$ cat src/rtl/sync_pkg.sv
// sync_pkg: shared constants and helpers for the sync_bank synchroniser slice.
//   SYNC_MIN_STAGES        - shortest chain that still gives metastability margin
//   SYNC_DEFAULT_DB_CYCLES - default debounce qualification length (clk cycles)
//   db_cnt_width(n)        - counter width able to hold the value n
package sync_pkg;

  localparam int SYNC_MIN_STAGES        = 2;
  localparam int SYNC_DEFAULT_DB_CYCLES = 16;

  function automatic int db_cnt_width(input int n);
    return $clog2(n + 1);
  endfunction

endpackage

$ cat src/rtl/sync_bank_if.sv
// sync_bank_if: pin-side bundle of the synchroniser bank.
//   async_in   - raw asynchronous level inputs, one bit per channel
//   level_out  - clean synchronised (optionally debounced) levels
//   rise_pulse - one-cycle pulse on a 0->1 change of level_out
//   fall_pulse - one-cycle pulse on a 1->0 change of level_out
// There is no handshake: async_in is a free-running level and the outputs are
// valid every clk cycle once reset is released.
// Modports: master = whoever drives the pins and consumes the outputs,
//           slave  = the sync_bank itself.
interface sync_bank_if #(
  parameter int WIDTH = 4
);

  logic [WIDTH-1:0] async_in;
  logic [WIDTH-1:0] level_out;
  logic [WIDTH-1:0] rise_pulse;
  logic [WIDTH-1:0] fall_pulse;

  modport master (
    output async_in,
    input  level_out,
    input  rise_pulse,
    input  fall_pulse
  );

  modport slave (
    input  async_in,
    output level_out,
    output rise_pulse,
    output fall_pulse
  );

endinterface

$ cat src/rtl/sync_chan.sv
// sync_chan: one channel of the synchroniser bank.
//   clk, reset_n - system clock, asynchronous active-low reset
//   async_in     - raw asynchronous level
//   level_out    - synchronised (optionally debounced) level
//   rise_pulse   - high for the first cycle of a new 1 level
//   fall_pulse   - high for the first cycle of a new 0 level
// Optional feature macro: SYNC_DEBOUNCE_EN adds a DB_CYCLES-long qualification
// filter between the synchroniser chain and the edge detector.
// Every flop loads RESET_VAL on reset so nothing toggles at reset release.
module sync_chan
  import sync_pkg::*;
#(
  parameter int   STAGES    = 2,
  parameter logic RESET_VAL = 1'b0,
  parameter int   DB_CYCLES = SYNC_DEFAULT_DB_CYCLES
) (
  input  logic clk,
  input  logic reset_n,
  input  logic async_in,
  output logic level_out,
  output logic rise_pulse,
  output logic fall_pulse
);

  if (STAGES < SYNC_MIN_STAGES) begin : g_bad_stages
    $error("sync_chan: STAGES must be at least SYNC_MIN_STAGES");
  end
  if (DB_CYCLES < 1) begin : g_bad_db
    $error("sync_chan: DB_CYCLES must be at least 1");
  end

  // Plain flop chain; nothing may sit between stages.
  logic [STAGES-1:0] chain;
  logic              sync_lvl;
  logic              level_d;
  logic              prev;

  always_ff @(posedge clk or negedge reset_n) begin
    if (!reset_n) begin
      chain <= {STAGES{RESET_VAL}};
    end else begin
      chain <= {chain[STAGES-2:0], async_in};
    end
  end

  assign sync_lvl = chain[STAGES-1];

`ifdef SYNC_DEBOUNCE_EN
  localparam int            CW       = db_cnt_width(DB_CYCLES);
  localparam logic [CW-1:0] CNT_LAST = CW'(DB_CYCLES - 1);

  logic [CW-1:0] cnt;
  logic          db;

  // The count only runs while sync disagrees with the filtered level; a bounce
  // back to db restarts it. Accepting on CNT_LAST means the change is taken on
  // the DB_CYCLES-th consecutive disagreeing cycle, so cnt never saturates.
  always_ff @(posedge clk or negedge reset_n) begin
    if (!reset_n) begin
      cnt <= '0;
      db  <= RESET_VAL;
    end else if (sync_lvl == db) begin
      cnt <= '0;
    end else if (cnt == CNT_LAST) begin
      cnt <= '0;
      db  <= sync_lvl;
    end else begin
      cnt <= cnt + CW'(1);
    end
  end

  assign level_d = db;
`else
  assign level_d = sync_lvl;
`endif

  always_ff @(posedge clk or negedge reset_n) begin
    if (!reset_n) begin
      prev <= RESET_VAL;
    end else begin
      prev <= level_d;
    end
  end

  assign level_out  = level_d;
  assign rise_pulse = level_d & ~prev;
  assign fall_pulse = ~level_d & prev;

endmodule

$ cat src/rtl/sync_bank.sv
// sync_bank: WIDTH independent clock-domain-crossing synchronisers for slow
// asynchronous level inputs (buttons, switches, MCU GPIO/handshake lines),
// each with rise/fall event pulses.
//   clk     - system clock
//   reset_n - asynchronous assert, synchronously released, active-low reset
//   bus     - sync_bank_if.slave: async_in in; level_out, rise_pulse,
//             fall_pulse out
// Optional feature macro: SYNC_DEBOUNCE_EN (per-channel debounce, DB_CYCLES).
// Channels are not coherent with each other: a multi-bit bus passed through
// here can be seen with bits from different cycles.
module sync_bank
  import sync_pkg::*;
#(
  parameter int               WIDTH     = 4,
  parameter int               STAGES    = 2,
  parameter logic [WIDTH-1:0] RESET_VAL = '0,
  parameter int               DB_CYCLES = SYNC_DEFAULT_DB_CYCLES
) (
  input  logic         clk,
  input  logic         reset_n,
  sync_bank_if.slave   bus
);

  logic [WIDTH-1:0] level_v;
  logic [WIDTH-1:0] rise_v;
  logic [WIDTH-1:0] fall_v;

  for (genvar i = 0; i < WIDTH; i++) begin : g_chan
    sync_chan #(
      .STAGES    (STAGES),
      .RESET_VAL (RESET_VAL[i]),
      .DB_CYCLES (DB_CYCLES)
    ) u_chan (
      .clk        (clk),
      .reset_n    (reset_n),
      .async_in   (bus.async_in[i]),
      .level_out  (level_v[i]),
      .rise_pulse (rise_v[i]),
      .fall_pulse (fall_v[i])
    );
  end

  assign bus.level_out  = level_v;
  assign bus.rise_pulse = rise_v;
  assign bus.fall_pulse = fall_v;

endmodule

$ cat src/flat_wrapper.sv
// flat-port wrapper written by rule: the top's interface ports become plain ports
module sync_bank_flat import sync_pkg::*;
#(
  parameter int               WIDTH     = 4,
  parameter int               STAGES    = 2,
  parameter logic [WIDTH-1:0] RESET_VAL = '0,
  parameter int               DB_CYCLES = SYNC_DEFAULT_DB_CYCLES
)
  (clk, reset_n, bus_async_in, bus_level_out, bus_rise_pulse, bus_fall_pulse);
  sync_bank_if #(.WIDTH(WIDTH)) bus_i ();
  input  logic clk;
  input  logic reset_n;
  input wire logic [$bits(bus_i.async_in)-1:0] bus_async_in;
  output wire logic [$bits(bus_i.level_out)-1:0] bus_level_out;
  output wire logic [$bits(bus_i.rise_pulse)-1:0] bus_rise_pulse;
  output wire logic [$bits(bus_i.fall_pulse)-1:0] bus_fall_pulse;
  assign bus_i.async_in = bus_async_in;
  assign bus_level_out = bus_i.level_out;
  assign bus_rise_pulse = bus_i.rise_pulse;
  assign bus_fall_pulse = bus_i.fall_pulse;
  sync_bank #(.WIDTH(WIDTH), .STAGES(STAGES), .RESET_VAL(RESET_VAL), .DB_CYCLES(DB_CYCLES)) u_core (.clk(clk), .reset_n(reset_n), .bus(bus_i));
endmodule
$ cat config.mk
export PLATFORM = sky130hd
export DESIGN_NAME = sync_bank_flat
export DESIGN_NICKNAME = d
export VERILOG_FILES = /design/src/rtl/sync_pkg.sv /design/src/rtl/sync_bank_if.sv /design/src/rtl/sync_chan.sv /design/src/rtl/sync_bank.sv /design/src/flat_wrapper.sv
export SDC_FILE = /design/constraint.sdc
export NUM_CORES = 1
export LEC_CHECK = 0
export ABC_CLOCK_PERIOD_IN_PS = 850
export CAP_MARGIN = 20
export CELL_PAD_IN_SITES_DETAIL_PLACEMENT = 0
export CELL_PAD_IN_SITES_GLOBAL_PLACEMENT = 2
export CORE_UTILIZATION = 24
export DETAILED_ROUTE_END_ITERATION = 12
export PLACE_DENSITY = 0.79
export RECOVER_POWER = 50
export SLEW_MARGIN = 25
export SYNTH_ARGS = -nofsm -noshare
export SYNTH_HDL_FRONTEND = slang
export SYNTH_SLANG_ARGS = --single-unit
$ cat constraint.sdc
create_clock -name clk -period 0.85 [get_ports clk]
set_input_delay 0.1275 -clock clk [delete_from_list [all_inputs] [get_ports clk]]
set_output_delay 0.1275 -clock clk [all_outputs]
set_load 0.005 [all_outputs]
==> flow_summary.ini, run 1 <==
[cts]
cts_tree = yes
postCtsHoldBufs = 0
cts_buffers = 3
insertion_delay_ns = 0.26
h-tree-depth = 1
cts_num_sinks = 12
root_buffer = clkbuf_4
clock_path_buffers = 2
path_clk_slew_ns = 0.07

[timing]
worst_slew_pin_slew_ns = 0.616
fin_crit_sh_pct = 130
finalHoldViolCount = 0
clock_skew_ns = 0.00711
setup_viol = 12
rsz0062_at_grt = yes
max_freq_mhz = 902
period_needed_ns = 1.11
setup_ws_ns = -0.259
timing.final.max_slew_violations = 0
maxSlewHeadroom_pct = 58.9

[routing]
met3WireLength_um = 53
antenna_left = 0
wl_met2_um = 249
wl_met1_um = 219
routedWlPerCell_um = 7.68
top_layer = met3
drt-total-wl_um = 522
first_pass_iters = 2
vias = 222
drc = 0
viasPerCell = 3.26
first_iter_violations = 2

[setup_path]
r2r_setup_slack_ns = 0.12
worst-path-max-fanout = 3
reg2regPathDepth = 2
critPathTopFamily = flip-flops
rr_startpoint = u_core.g_chan[1].u_chan.chain[1]$_DFF_PN0_
crit_slowest_cell = dfrtp_1
cp.required_ns = 0.72
crit_chain = buf_6 > nor2b_1 > buf_2
endpoint_kind = primary output
crit_path_start_kind = flop
critPathBufInv = 2
arrival_ns = 0.98
max_stage_delay_ns = 0.39
timing.rr.end = u_core.g_chan[1].u_chan.prev$_DFF_PN0_
cp_num_cells = 3
crit_type = flop to primary output

[synthesis]
synthTopCellsByArea = dfrtp_1 68%, buf_4 20%, nor2b_1 11%
netlist_instances = 32
synth-seq-cells = 12
synth_cell_type_count = 3
syn_area_um2 = 440
synth_simple_gate_area_share_pct = 11.4
avgSynthCellArea_um2 = 13.8
synthMuxAreaShare_pct = 0
synth_fa_ha_area_share_pct = 0
synth.net_count = 38
yosysSeqAreaShare_pct = 68.2
synth_top_family_by_area = buffers and inverters
yosysWarnings = 0
synth_top_cell_area_share_pct = 68.2
synth_compound_area_share_pct = 0
yosys.area_share.xor_xnor_pct = 0
yosysTopAreaCell = dfrtp_1

[floorplanning]
core-area_mm2 = 0.00173
die_h_um = 44.8
die_w_um = 44.8
rows = 15
ios = 18
dieArea_mm2 = 0.00201
start_util_pct = 25.5

[layout]
nNetsFinal = 51
drive_above_1_share_pct = 37.2
n_antenna_cell = 0
final_cell_mix = 12 x dfrtp_1, 11 x buf_2, 8 x nor2b_1
syn_to_final_growth_pct = 22.7
final_common_cell = dfrtp_1
utilization_pct = 31.3

[global_routing]
antenna_found_initial = 0
track_usage_pct = 6.69
grt_pass1_wl_um = 876
overflow = 0
grt_max_degree = 13
grt_pass1_vias = 209

[placed_design]
pre_cts_ws_ns = -0.282
gp_congestion = 0.534
port_buffers = 17

[job]
max-cap-violations = 0

[run_status]
status = finished with violations
failed_checks = negative setup slack

[hold_path]
whs_path_depth = 1
hold_class = input port to flop
whs_endpoint = u_core.g_chan[2].u_chan.chain[0]$_DFF_PN0_
hold_path_startpoint = bus_async_in[2]

[pwr]
p_int_uw = 819
pwr-share-seq_pct = 60.1
vdd_drop_max_uv = 809
pwr-share-clk_pct = 31.3
p_sw_share_pct = 19.8
leakage_uw = 0.000258
p_comb_share_pct = 8.6
p_switching_uw = 202
powerDensity_mw_per_mm2 = 1890
## synthesized netlist by cell type, drive strengths merged
| cell | number |
|---|---|
| buf | 12 |
| dfrtp | 12 |
| nor2b | 8 |
## sequential cells by signal, summed over array words and instances, names as in the netlist
signal / flops
u_core.g_chan.u_chan.chain: 8
u_core.g_chan.u_chan.prev: 4
## layer usage
layer | track usage [%] | vias to the layer above
li1 | - | 108
met1 | 6.39 | 103
met2 | 10.6 | 11
met3 | 4.80 | 0
met4 | 3.64 | 0
met5 | 0 | -
## power groups by stage
stage	combinational [uW]	sequential [uW]	clock (uW)
finish	88.1	614	319
CTS	100	614	341
floorplan	58.2	622	0
detailed placement	119	626	0
global route	97.1	619	371
global placement	118	624	0
## what timing repair did
action                     in CTS  in global routing
setup endpoints to repair      12                 12
pin swaps                       0                  0
resized for setup              46                  0
gates cloned                    0                  0
setup buffers                   2                  0
## area by class of cell
type,count,area (um2)
clock buffer,3,22.5
fill,201,1190
multi-input combinational,8,50.0
sequential,12,300
tap,25,31.3
timing repair buffer,20,136
## per-stage QoR
stage          std cells  area (um2)  hold slack (ns)  total power [uW]  setup TNS [ns]
4_1_cts               68         557            0.178              1060           -2.05
2_1_floorplan         32         440           -0.168               680               0
6_report              68         541            0.300              1020           -1.84
5_1_grt               68         541            0.290              1090           -2.61
3_3_place_gp          63         572            0.334               742           -2.63
3_5_place_dp          63         572            0.335               745           -2.79
## kinds of logic after synthesis
group,count (synthesis)
buf+inv,12
simple gates,8
flops,12
## how the worst max path moves through the flow
stage	startpoint	to	slack (ns)
floorplan	u_core.g_chan[0].u_chan.chain[1]$_DFF_PN0_	bus_rise_pulse[0]	0.10
global placement	u_core.g_chan[2].u_chan.chain[1]$_DFF_PN0_	bus_fall_pulse[2]	-0.27
detailed placement	u_core.g_chan[2].u_chan.chain[1]$_DFF_PN0_	bus_rise_pulse[2]	-0.28
CTS	u_core.g_chan[1].u_chan.chain[1]$_DFF_PN0_	bus_fall_pulse[1]	-0.26
global route	u_core.g_chan[1].u_chan.chain[1]$_DFF_PN0_	bus_fall_pulse[1]	-0.33
finish	u_core.g_chan[1].u_chan.chain[1]$_DFF_PN0_	bus_fall_pulse[1]	-0.26
Note: power is estimated with default switching activity, not from simulation.
==> run 2: changes to the inputs <==
--- a/config.mk
+++ b/config.mk
@@ -9,11 +9,12 @@
 export CAP_MARGIN = 20
 export CELL_PAD_IN_SITES_DETAIL_PLACEMENT = 0
 export CELL_PAD_IN_SITES_GLOBAL_PLACEMENT = 2
-export CORE_UTILIZATION = 24
+export CORE_UTILIZATION = 23
 export DETAILED_ROUTE_END_ITERATION = 12
 export PLACE_DENSITY = 0.79
 export RECOVER_POWER = 50
 export SLEW_MARGIN = 25
 export SYNTH_ARGS = -nofsm -noshare
 export SYNTH_HDL_FRONTEND = slang
+export SYNTH_HIERARCHICAL = 1
 export SYNTH_SLANG_ARGS = --single-unit
==> run 2 against run 1 <==
The flow still finishes with violations (negative setup slack); cell count shrank 2.9%; clock power grew 36%; sequential power is essentially flat; total power grew 16%; largest power group unchanged; sequential share of layout area shrank 9.2 points; combinational power grew 57%; wire length grew 5.7%; synthesized cell count shrank 38%; design area grew 20%; non-clock buffer count grew 7.
==> flow_summary.ini, run 2 <==
[global_routing]
track_usage_pct = 7.97
antenna_found_initial = 0
grt_max_degree = 13
grt_pass1_vias = 265
grt_pass1_wl_um = 1040
overflow = 0

[timing]
rsz0062_at_grt = yes
finalHoldViolCount = 0
hold_slack_ns = 0.296
setup_ws_ns = -0.343
fin_crit_sh_pct = 140
timing.final.max_slew_violations = 0
maxSlewHeadroom_pct = 58.5
worst_slew_pin_slew_ns = 0.623
max_freq_mhz = 838
clock_skew_ns = 0.00161
period_needed_ns = 1.19
setup_viol = 12

[synthesis]
synth.most_common_cell = dfrtp_1
synth.net_count = 26
avgSynthCellArea_um2 = 18.0
syn_area_um2 = 360
yosysSeqAreaShare_pct = 83.3
synth_edf_count = 0
synth-seq-cells = 12
synthTopCellsByArea = dfrtp_1 83%, and2b_2 9.7%, nor2b_1 6.9%
ys.flop_type = dfrtp_1
synth_top_cell_area_share_pct = 83.3
netlist_instances = 20
synth_common_cells = 12 x dfrtp_1, 4 x and2b_2, 4 x nor2b_1
yosysTopAreaCell = dfrtp_1
yosysWarnings = 6
async_flop_share_pct = 100
synth_cell_type_count = 3

[floorplanning]
dieArea_mm2 = 0.00173
rows = 13
start_util_pct = 26.1
ios = 18
core-area_mm2 = 0.00138
die_w_um = 41.6
die_h_um = 41.6

[setup_path]
rr_startpoint = u_core/g_chan[3].u_chan/chain[1]$_DFF_PN0_
crit_path_start_kind = flop
cp.required_ns = 0.72
worst-path-max-fanout = 3
reg2regPathDepth = 2
timing.rr.end = u_core/g_chan[3].u_chan/prev$_DFF_PN0_
r2r_setup_slack_ns = 0.11
arrival_ns = 1.07
critical_path.startpoint = u_core/g_chan[0].u_chan/chain[1]$_DFF_PN0_
crit_type = flop to primary output
endpoint_kind = primary output

[hold_path]
whs_path_depth = 1
hold_class = input port to flop
hold_path_startpoint = bus_async_in[3]
whs_endpoint = u_core/g_chan[3].u_chan/chain[0]$_DFF_PN0_

[layout]
top_register = u_core/g_chan.u_chan/chain
syn_to_final_growth_pct = 79.9
final_cell_mix = 12 x dfrtp_1, 9 x buf_6, 8 x buf_2
multi_input_area_um2 = 67.6
final_common_cell = dfrtp_1
drive_above_1_share_pct = 58.8
n_antenna_cell = 0
largest_reg_flops = 8
largestRegisters = u_core/g_chan.u_chan/chain (8), u_core/g_chan.u_chan/prev (4)
utilization_pct = 46.9
fill_cells = 124
nNetsFinal = 58
seq_area_um2 = 300

[pwr]
vdd_drop_max_uv = 814
leakage_uw = 0.000326
powerDensity_mw_per_mm2 = 1830

[placed_design]
gp_congestion = 0.603
port_buffers = 17
hpwlAfterDp_um = 388
pre_cts_ws_ns = -0.353

[routing]
drt-total-wl_um = 552
antenna_left = 0
vias = 245
first_pass_iters = 2
first_iter_violations = 3
routedWlPerCell_um = 8.36
viasPerCell = 3.71
drc = 0

[run_status]
failed_checks = negative setup slack
status = finished with violations

[cts]
clock_path_buffers = 2
cts_buffers = 3
postCtsHoldBufs = 0
insertion_delay_ns = 0.26
root_buffer = clkbuf_4
h-tree-depth = 1
cts_num_sinks = 12
cts_tree = yes
path_clk_slew_ns = 0.07

[job]
max-cap-violations = 0
-- run 2: changes by cell type after synthesis, sizes merged --
| cell | previous run | this run |
|---|---|---|
| buf | 12 | 0 |
| and2b | 0 | 4 |
| nor2b | 8 | 4 |
-- run 2: kinds of logic after synthesis --
kind of cell / after synthesis / synth area share (%)
flops: 12 / 83.3
simple gates: 8 / 16.7
-- run 2: cell type report --
type	count	area share [%]
Clock buffer	4	5.60
Timing Repair Buffer	27	34.7
Sequential cell	12	46.3
Multi-Input combinational cell	8	10.4
Tap cell	15	2.90
-- run 2: power by group --
part	switching, uW	internal (uW)	leakage (uW)
Sequential	15.4	599	0.000140
Clock	173	260	0.0000210
Combinational	39.7	98.4	0.000166
Total	228	958	0.000326
-- run 2: worst max-delay path by stage --
stage / end / slack [ns] / depth (start not counted)
2_1_floorplan: bus_fall_pulse[0] / 0.13 / 1
3_3_place_gp: bus_fall_pulse[0] / -0.34 / 2
3_5_place_dp: bus_fall_pulse[1] / -0.35 / 2
4_1_cts: bus_fall_pulse[3] / -0.35 / 3
5_1_grt: bus_fall_pulse[0] / -0.39 / 3
6_report: bus_fall_pulse[0] / -0.34 / 3
-- run 2: repair_timing --
item	4_1_cts	5_1_grt
setup buffers	8	1
pin swaps	0	0
endpoints found under the setup margin	12	12
gates resized for setup	53	3
-- run 2: critical path: stages, from the launching register on --
cell	delay, ns
dfrtp_1	0.40
buf_6	0.12
and2b_2	0.18
buf_2	0.10
-- run 2: stage by stage --
| step | cell area [um2] | power [uW] | cells | TNS [ns] |
|---|---|---|---|---|
| floorplan | 360 | 644 | 20 | 0 |
| global placement | 577 | 748 | 54 | -2.91 |
| detailed placement | 577 | 752 | 54 | -3.09 |
| CTS | 651 | 1210 | 66 | -3.22 |
| global route | 648 | 1250 | 66 | -3.72 |
| finish | 648 | 1190 | 66 | -3.10 |
-- run 2: routing by layer --
layer | part of all wire, % | track usage (%)
met1 | 40 | 9.24
met2 | 53 | 12.2
met3 | 7.4 | 3.91
met4 | 0 | 3.87
met5 | 0 | 0
